==> src/rtl/bit_counter_target_if.sv <==
// Edge-strobe inputs and word-position outputs of the HDR-DDR target bit counter.
// master drives enable/strobes (target control side), slave is the counter.
interface bit_counter_target_if;
  logic        i_bitcnt_en;
  logic        i_scl_pos_edge;
  logic        i_scl_neg_edge;
  logic [5:0]  o_cnt_bit_count;
  logic        o_bitcnt_toggle;
  logic        o_bitcnt_preamble;
  logic        o_bitcnt_data;
  logic        o_bitcnt_parity;
  logic        o_bitcnt_word_done;
  logic [15:0] o_bitcnt_word_cnt;
  logic        o_bitcnt_err;

  modport master (
    output i_bitcnt_en, i_scl_pos_edge, i_scl_neg_edge,
    input  o_cnt_bit_count, o_bitcnt_toggle, o_bitcnt_preamble, o_bitcnt_data,
           o_bitcnt_parity, o_bitcnt_word_done, o_bitcnt_word_cnt, o_bitcnt_err
  );

  modport slave (
    input  i_bitcnt_en, i_scl_pos_edge, i_scl_neg_edge,
    output o_cnt_bit_count, o_bitcnt_toggle, o_bitcnt_preamble, o_bitcnt_data,
           o_bitcnt_parity, o_bitcnt_word_done, o_bitcnt_word_cnt, o_bitcnt_err
  );
endinterface

==> src/rtl/bit_counter_target.sv <==
// Target-side HDR-DDR bit counter: tracks bit position inside a 20-bit DDR word
// from SCL edge strobes, with word-phase flags and a saturating completed-word count.
//
// state | meaning
// IDLE  | disabled or just enabled; all outputs 0, strobes ignored
// ARMED | enabled, waiting for the first edge of a word (count reads 0, flags 0)
// RUN   | counting edges; index wraps after WORD_BITS-1
// ERR   | both strobes seen together; everything frozen until enable drops
module bit_counter_target #(
  parameter int WORD_BITS = 20,
  parameter int PRE_BITS  = 2,
  parameter int PAR_BITS  = 2
) (
  input  logic                  i_bitcnt_clk,
  input  logic                  i_bitcnt_rst,
  bit_counter_target_if.slave   bus
);

  typedef enum logic [1:0] {
    ST_IDLE  = 2'd0,
    ST_ARMED = 2'd1,
    ST_RUN   = 2'd2,
    ST_ERR   = 2'd3
  } state_t;

  // WORD_BITS must stay <= 63 so every index fits the 6-bit count.
  localparam logic [5:0] LAST_IDX  = 6'(WORD_BITS - 1);
  localparam logic [5:0] PRE_END   = 6'(PRE_BITS);
  localparam logic [5:0] PAR_START = 6'(WORD_BITS - PAR_BITS);

  state_t      state_q, state_d;
  logic [5:0]  cnt_q, cnt_d;
  logic        toggle_q, toggle_d;
  logic        done_q, done_d;
  logic [15:0] word_cnt_q, word_cnt_d;
  logic        err_q, err_d;

  logic one_edge, both_edges;
  assign one_edge   = bus.i_scl_pos_edge ^ bus.i_scl_neg_edge;
  assign both_edges = bus.i_scl_pos_edge & bus.i_scl_neg_edge;

  always_ff @(posedge i_bitcnt_clk) begin
    if (i_bitcnt_rst) begin
      state_q    <= ST_IDLE;
      cnt_q      <= '0;
      toggle_q   <= 1'b0;
      done_q     <= 1'b0;
      word_cnt_q <= '0;
      err_q      <= 1'b0;
    end else begin
      state_q    <= state_d;
      cnt_q      <= cnt_d;
      toggle_q   <= toggle_d;
      done_q     <= done_d;
      word_cnt_q <= word_cnt_d;
      err_q      <= err_d;
    end
  end

  always_comb begin
    state_d    = state_q;
    cnt_d      = cnt_q;
    toggle_d   = 1'b0;
    done_d     = 1'b0;
    word_cnt_d = word_cnt_q;
    err_d      = err_q;

    if (!bus.i_bitcnt_en) begin
      state_d    = ST_IDLE;
      cnt_d      = '0;
      word_cnt_d = '0;
      err_d      = 1'b0;
    end else begin
      case (state_q)
        ST_IDLE: state_d = ST_ARMED;
        ST_ARMED, ST_RUN: begin
          if (both_edges) begin
            state_d = ST_ERR;
            err_d   = 1'b1;
          end else if (one_edge) begin
            state_d  = ST_RUN;
            toggle_d = 1'b1;
            if (state_q == ST_ARMED || cnt_q == LAST_IDX) cnt_d = '0;
            else                                           cnt_d = cnt_q + 6'd1;
            // Word completes on the edge that samples its last bit.
            if (cnt_d == LAST_IDX) begin
              done_d = 1'b1;
              if (word_cnt_q != 16'hFFFF) word_cnt_d = word_cnt_q + 16'd1;
            end
          end
        end
        ST_ERR:  state_d = ST_ERR;
        default: state_d = ST_IDLE;
      endcase
    end
  end

  // Flags follow the registered index; the 0 held in ARMED is not a real bit.
  logic counting;
  logic in_pre, in_par;
  assign counting = (state_q == ST_RUN) || (state_q == ST_ERR);
  assign in_pre   = counting && (cnt_q < PRE_END);
  assign in_par   = counting && (cnt_q >= PAR_START);

  assign bus.o_cnt_bit_count    = cnt_q;
  assign bus.o_bitcnt_toggle    = toggle_q;
  assign bus.o_bitcnt_preamble  = in_pre;
  assign bus.o_bitcnt_parity    = in_par;
  assign bus.o_bitcnt_data      = counting && !in_pre && !in_par;
  assign bus.o_bitcnt_word_done = done_q;
  assign bus.o_bitcnt_word_cnt  = word_cnt_q;
  assign bus.o_bitcnt_err       = err_q;

endmodule

==> src/flat_wrapper.sv <==
// flat-port wrapper written by rule: the top's interface ports become plain ports
module bit_counter_target_flat 
#(
  parameter int WORD_BITS = 20,
  parameter int PRE_BITS  = 2,
  parameter int PAR_BITS  = 2
)
  (i_bitcnt_clk, i_bitcnt_rst, bus_i_bitcnt_en, bus_i_scl_pos_edge, bus_i_scl_neg_edge, bus_o_cnt_bit_count, bus_o_bitcnt_toggle, bus_o_bitcnt_preamble, bus_o_bitcnt_data, bus_o_bitcnt_parity, bus_o_bitcnt_word_done, bus_o_bitcnt_word_cnt, bus_o_bitcnt_err);
  bit_counter_target_if bus_i ();
  input  logic i_bitcnt_clk;
  input  logic i_bitcnt_rst;
  input wire logic [$bits(bus_i.i_bitcnt_en)-1:0] bus_i_bitcnt_en;
  input wire logic [$bits(bus_i.i_scl_pos_edge)-1:0] bus_i_scl_pos_edge;
  input wire logic [$bits(bus_i.i_scl_neg_edge)-1:0] bus_i_scl_neg_edge;
  output wire logic [$bits(bus_i.o_cnt_bit_count)-1:0] bus_o_cnt_bit_count;
  output wire logic [$bits(bus_i.o_bitcnt_toggle)-1:0] bus_o_bitcnt_toggle;
  output wire logic [$bits(bus_i.o_bitcnt_preamble)-1:0] bus_o_bitcnt_preamble;
  output wire logic [$bits(bus_i.o_bitcnt_data)-1:0] bus_o_bitcnt_data;
  output wire logic [$bits(bus_i.o_bitcnt_parity)-1:0] bus_o_bitcnt_parity;
  output wire logic [$bits(bus_i.o_bitcnt_word_done)-1:0] bus_o_bitcnt_word_done;
  output wire logic [$bits(bus_i.o_bitcnt_word_cnt)-1:0] bus_o_bitcnt_word_cnt;
  output wire logic [$bits(bus_i.o_bitcnt_err)-1:0] bus_o_bitcnt_err;
  assign bus_i.i_bitcnt_en = bus_i_bitcnt_en;
  assign bus_i.i_scl_pos_edge = bus_i_scl_pos_edge;
  assign bus_i.i_scl_neg_edge = bus_i_scl_neg_edge;
  assign bus_o_cnt_bit_count = bus_i.o_cnt_bit_count;
  assign bus_o_bitcnt_toggle = bus_i.o_bitcnt_toggle;
  assign bus_o_bitcnt_preamble = bus_i.o_bitcnt_preamble;
  assign bus_o_bitcnt_data = bus_i.o_bitcnt_data;
  assign bus_o_bitcnt_parity = bus_i.o_bitcnt_parity;
  assign bus_o_bitcnt_word_done = bus_i.o_bitcnt_word_done;
  assign bus_o_bitcnt_word_cnt = bus_i.o_bitcnt_word_cnt;
  assign bus_o_bitcnt_err = bus_i.o_bitcnt_err;
  bit_counter_target #(.WORD_BITS(WORD_BITS), .PRE_BITS(PRE_BITS), .PAR_BITS(PAR_BITS)) u_core (.i_bitcnt_clk(i_bitcnt_clk), .i_bitcnt_rst(i_bitcnt_rst), .bus(bus_i));
endmodule
==> config.mk <==
export PLATFORM = sky130hd
export DESIGN_NAME = bit_counter_target_flat
export DESIGN_NICKNAME = d
export VERILOG_FILES = /design/src/rtl/bit_counter_target_if.sv /design/src/rtl/bit_counter_target.sv /design/src/flat_wrapper.sv
export SDC_FILE = /design/constraint.sdc
export NUM_CORES = 1
export LEC_CHECK = 0
export ABC_AREA = 1
export CORE_MARGIN = 3
export CORE_UTILIZATION = 45
export CTS_BUF_LIST = sky130_fd_sc_hd__clkbuf_4 sky130_fd_sc_hd__clkbuf_8
export DETAILED_ROUTE_END_ITERATION = 10
export PLACE_DENSITY_LB_ADDON = 0.2
export SLEW_MARGIN = 30
export SYNTH_ARGS = -nofsm -noshare
export SYNTH_HDL_FRONTEND = slang
export SYNTH_SLANG_ARGS = --single-unit
export TNS_END_PERCENT = 20
==> constraint.sdc <==
create_clock -name i_bitcnt_clk -period 1.8 [get_ports i_bitcnt_clk]
set_clock_uncertainty 0.15 [all_clocks]
set_input_delay 0.45 -clock i_bitcnt_clk [delete_from_list [all_inputs] [get_ports i_bitcnt_clk]]
set_output_delay 0.45 -clock i_bitcnt_clk [all_outputs]
set_load 0.01 [all_outputs]
==> metrics.md <==
| Metric | Value |
|---|---|
| Finish-stage setup viols | `19` |
| DIE WIDTH | `between 60 and 70 um` |
| Clk Latency, worst-skew pair | `0.27 ns` |
| Final Max Slew Viols | `0` |
| Detailed Place HPWL | `3.063 mm` |
| Cell variety after synth | `30` |
| Final hold violation count | `0` |
| Placed cells | `~390` |
| Largest net degree at the start of global routing | `18` |
| Maximum vdd drop | `378.6 uV` |
| WP data arrival | `about 2.1 ns` |
| Layout cells sized above 1 | `approximately 33%` |
| Root buffer cell | `clkbuf_8` |
| Hold crit path type | `reg -> reg` |
| Status | `finished with violations` |
| F_max | `between 0.4 and 0.5 GHz` |
| CTS H-tree depth | `1` |
| Vias per Instance | `about 5.0` |
| Worst hold slack | `~0.34 ns` |
| Worst reg2reg setup slack | `-0.27 ns` |
| Vias | `2000` |
| Max cap viols | `0` |
| Crit path launch | `u_core.bus.o_cnt_bit_count[1]` |
| RR Startpoint | `u_core.bus.o_cnt_bit_count[1]` |
| Post-route clock period utilization | `114.7%` |
| Fillcell total | `272` |
| Drt total wl | `~5.0 mm` |
| N_diodes | `0` |
| Initial Util | `48.01%` |
| I/O pin count | `33` |
| Initial antenna violation count | `0` |
| Area of the mapped netlist | `around 1800 sq um` |
| Fin nets | `366` |
| Port bufs | `32` |
| FP Rows | `22` |
| Static Leak | `about 1.4 nW` |
| RSZ-0062 raised after global routing | `yes` |
| Global route overflow | `0` |
| Setup ws final | `-0.2651 ns` |
| Sequential element share of the synthesized area | `~30%` |
| Cells after Synth | `278` |
| Critical path class | `reg -> reg` |
| Core area | `~3800 sq um` |
| Syn_area_per_cell | `~6.5 sq um` |
| P&R area growth vs syn | `54.11%` |
| Die Area | `slightly below 5000 sq um` |
| Place WS | `-0.4468 ns` |
| Wire per inst | `12.41 um` |
| Power Total | `~0.0012 W` |
| CTS hold repair buffers | `0` |
| Total CTS buffers | `3` |
| Post-Layout Cell Count | `400` |
| CTS sink cnt | `27` |
| 1st-iter DRT viols | `approximately 160` |
| Reg-to-Reg End | `u_core.bus.o_bitcnt_word_cnt[8]` |
| Data required, critical path | `~1.8 ns` |
| Period minus WS final | `between 2 and 2.5 ns` |
| Clock Tree Buf Depth | `2` |
| DRT antenna net count | `0` |
| Failing checks | `negative setup slack` |
| Synth warn | `0` |
| Clock slew at reported path FFs | `0.09 ns` |
| End of the critical path | `u_core.bus.o_bitcnt_word_cnt[8]` |
| Worst slew margin | `just over 80%` |
| Synthesis-stage register bit count | `27` |
| 1st-pass router iterations | `4` |
| Worst Max-Slew Pin Slew | `slightly below 0.3 ns` |
| Reg2Reg Depth | `10` |
| Synth Net Count | `about 290` |
| Pwr per Cell Area | `roughly 420 nW/um^2` |
| Number of global-route vias before repair | `roughly 2000` |
| Max FO, Critical Path | `6` |
| First-pass GRT wire length | `8.714 mm` |
| CTS tree | `done` |
| Crit path capture type | `flop` |
| Overall Global Routing Usage | `between 20% and 30%` |
| Final GP Congestion | `around 0.8` |
| Chip Height | `between 60 and 70 um` |
| Startpoint types | `flop` |
| Residual DRC | `0` |
## cell usage in the layout, fill, tap and decap left out, drive strengths merged
master / synthesis / routed
nor3: 6 / 6
nand4: 15 / 15
clkdlybuf4s50: 0 / 5
bufbuf: 0 / 1
nand3: 23 / 23
a21oi: 7 / 7
nor3b: 1 / 1
nand2: 66 / 66
xor2: 1 / 1
o22ai: 1 / 1
nor4: 2 / 2
o21ai: 2 / 2
a31oi: 1 / 1
o21bai: 1 / 1
clkinv: 3 / 3
clkbuf: 0 / 5
ha: 8 / 8
dlymetal6s2s: 0 / 3
inv: 57 / 57
dfxtp: 27 / 27
dlygate4sd2: 0 / 21
nor2: 47 / 47
a211oi: 3 / 3
buf: 6 / 45
or2: 1 / 1
## cells by family (layout without fill, tap and decap cells)
kind of cell | Yosys count | in the layout | share of synthesized area (%)
and+or+nand+nor | 161 | 161 | 43.75
buffers and inverters | 66 | 140 | 15.55
AOI/OAI and AO/OA | 15 | 15 | 4.837
DFF | 27 | 27 | 29.85
xor gates and xnor gates | 1 | 1 | 0.4838
adders and majority gates | 8 | 8 | 5.529
## stage by stage
| stage | setup TNS (ns) | util, % | area [sq um] |
|---|---|---|---|
| after global placement | -10.24 | 64.57 | 2435 |
| after floorplan | -0.3440 | - | 1826 |
| final | -3.074 | 73.99 | 2790 |
| after CTS | -2.046 | 72.36 | 2729 |
| after global routing | -5.068 | 73.99 | 2790 |
| after detailed placement | -10.79 | 64.57 | 2435 |
## critical path: stages, from the launching register on
cell	delay (ns)
dfxtp_4	0.38
buf_6	0.13
ha_4	0.18
xor2_2	0.15
nor2_2	0.16
nand3_4	0.12
nor2_8	0.23
clkbuf_16	0.18
nand4_1	0.09
nand2_1	0.13
nor2_2	0.06
## registers in the layout (all words and copies together), names as in the netlist
signal and count:
u_core.bus.o_bitcnt_err 1, u_core.bus.o_bitcnt_toggle 1, u_core.bus.o_bitcnt_word_cnt 16, u_core.bus.o_bitcnt_word_done 1, u_core.bus.o_cnt_bit_count 6, u_core.state_q 2
## layer usage
metal	global-route usage, %	vias to the layer above	part of all wire, %
met5	0	-	0
met4	5.640	0	2.1
met3	3.623	10	3.5
met2	37.39	42	49
met1	27.67	938	45
li1	-	1010	-
## report_power, final
part	total [W]	internal, W	switching (W)
combinational	0.000190	0.0000933	0.0000972
clock	0.000368	0.000174	0.000194
sequential	0.000604	0.000599	0.00000490
## what timing repair did
action / CTS / global route
endpoints found under the setup margin: 45 / 29
gates resized for setup: 81 / 17
pin swaps: 19 / 13
cloned: 4 / 1
setup buffers: 5 / 1
## Yosys cell counts
cell / number / area (sq um)
nand2_1: 63 / 236.5
inv_1: 56 / 210.2
nor2_1: 40 / 150.1
dfxtp_1: 27 / 540.5
nand3_1: 16 / 80.08
nand4_1: 15 / 93.84
ha_1: 8 / 100.1
a21oi_1: 7 / 35.03
nor3_1: 6 / 30.03
nand3_2: 5 / 50.05
nor2_2: 5 / 31.28
a211oi_1: 3 / 22.52
clkinv_1: 3 / 11.26
nand2_2: 3 / 18.77
buf_2: 2 / 10.01
buf_6: 2 / 22.52
nand3_4: 2 / 35.03
nor2_8: 2 / 40.04
nor4_1: 2 / 12.51
a31oi_1: 1 / 6.260
buf_1: 1 / 3.750
buf_12: 1 / 20.02
inv_2: 1 / 3.750
nor3b_1: 1 / 7.510
o21ai_0: 1 / 5.000
o21ai_1: 1 / 5.000
o21bai_1: 1 / 7.510
o22ai_1: 1 / 6.260
or2_2: 1 / 6.260
xor2_1: 1 / 8.760
## layout make-up
cell class,instances,area (sq um),area share [%]
timing repair buffer,76,740.7,26.55
multi-input combinational,185,1145,41.03
inverter,60,227.7,8.161
sequential,27,568.0,20.36
tap,48,60.06,2.152
clock buffer,4,48.80,1.749
## how the worst min path moves through the flow
stage / from / endpoint / slack (ns) / cells past startpoint
after floorplan: u_core.state_q[1] / u_core.state_q[1] / 0.33 / 2
after global placement: u_core.bus.o_bitcnt_err / u_core.bus.o_bitcnt_err / 0.31 / 2
after detailed placement: u_core.bus.o_bitcnt_err / u_core.bus.o_bitcnt_err / 0.32 / 2
after CTS: u_core.bus.o_bitcnt_err / u_core.bus.o_bitcnt_err / 0.35 / 2
after global routing: u_core.bus.o_bitcnt_err / u_core.bus.o_bitcnt_err / 0.38 / 2
final: u_core.bus.o_bitcnt_err / u_core.bus.o_bitcnt_err / 0.34 / 2
No activity file was read; power rests on OpenSTA's default activity.
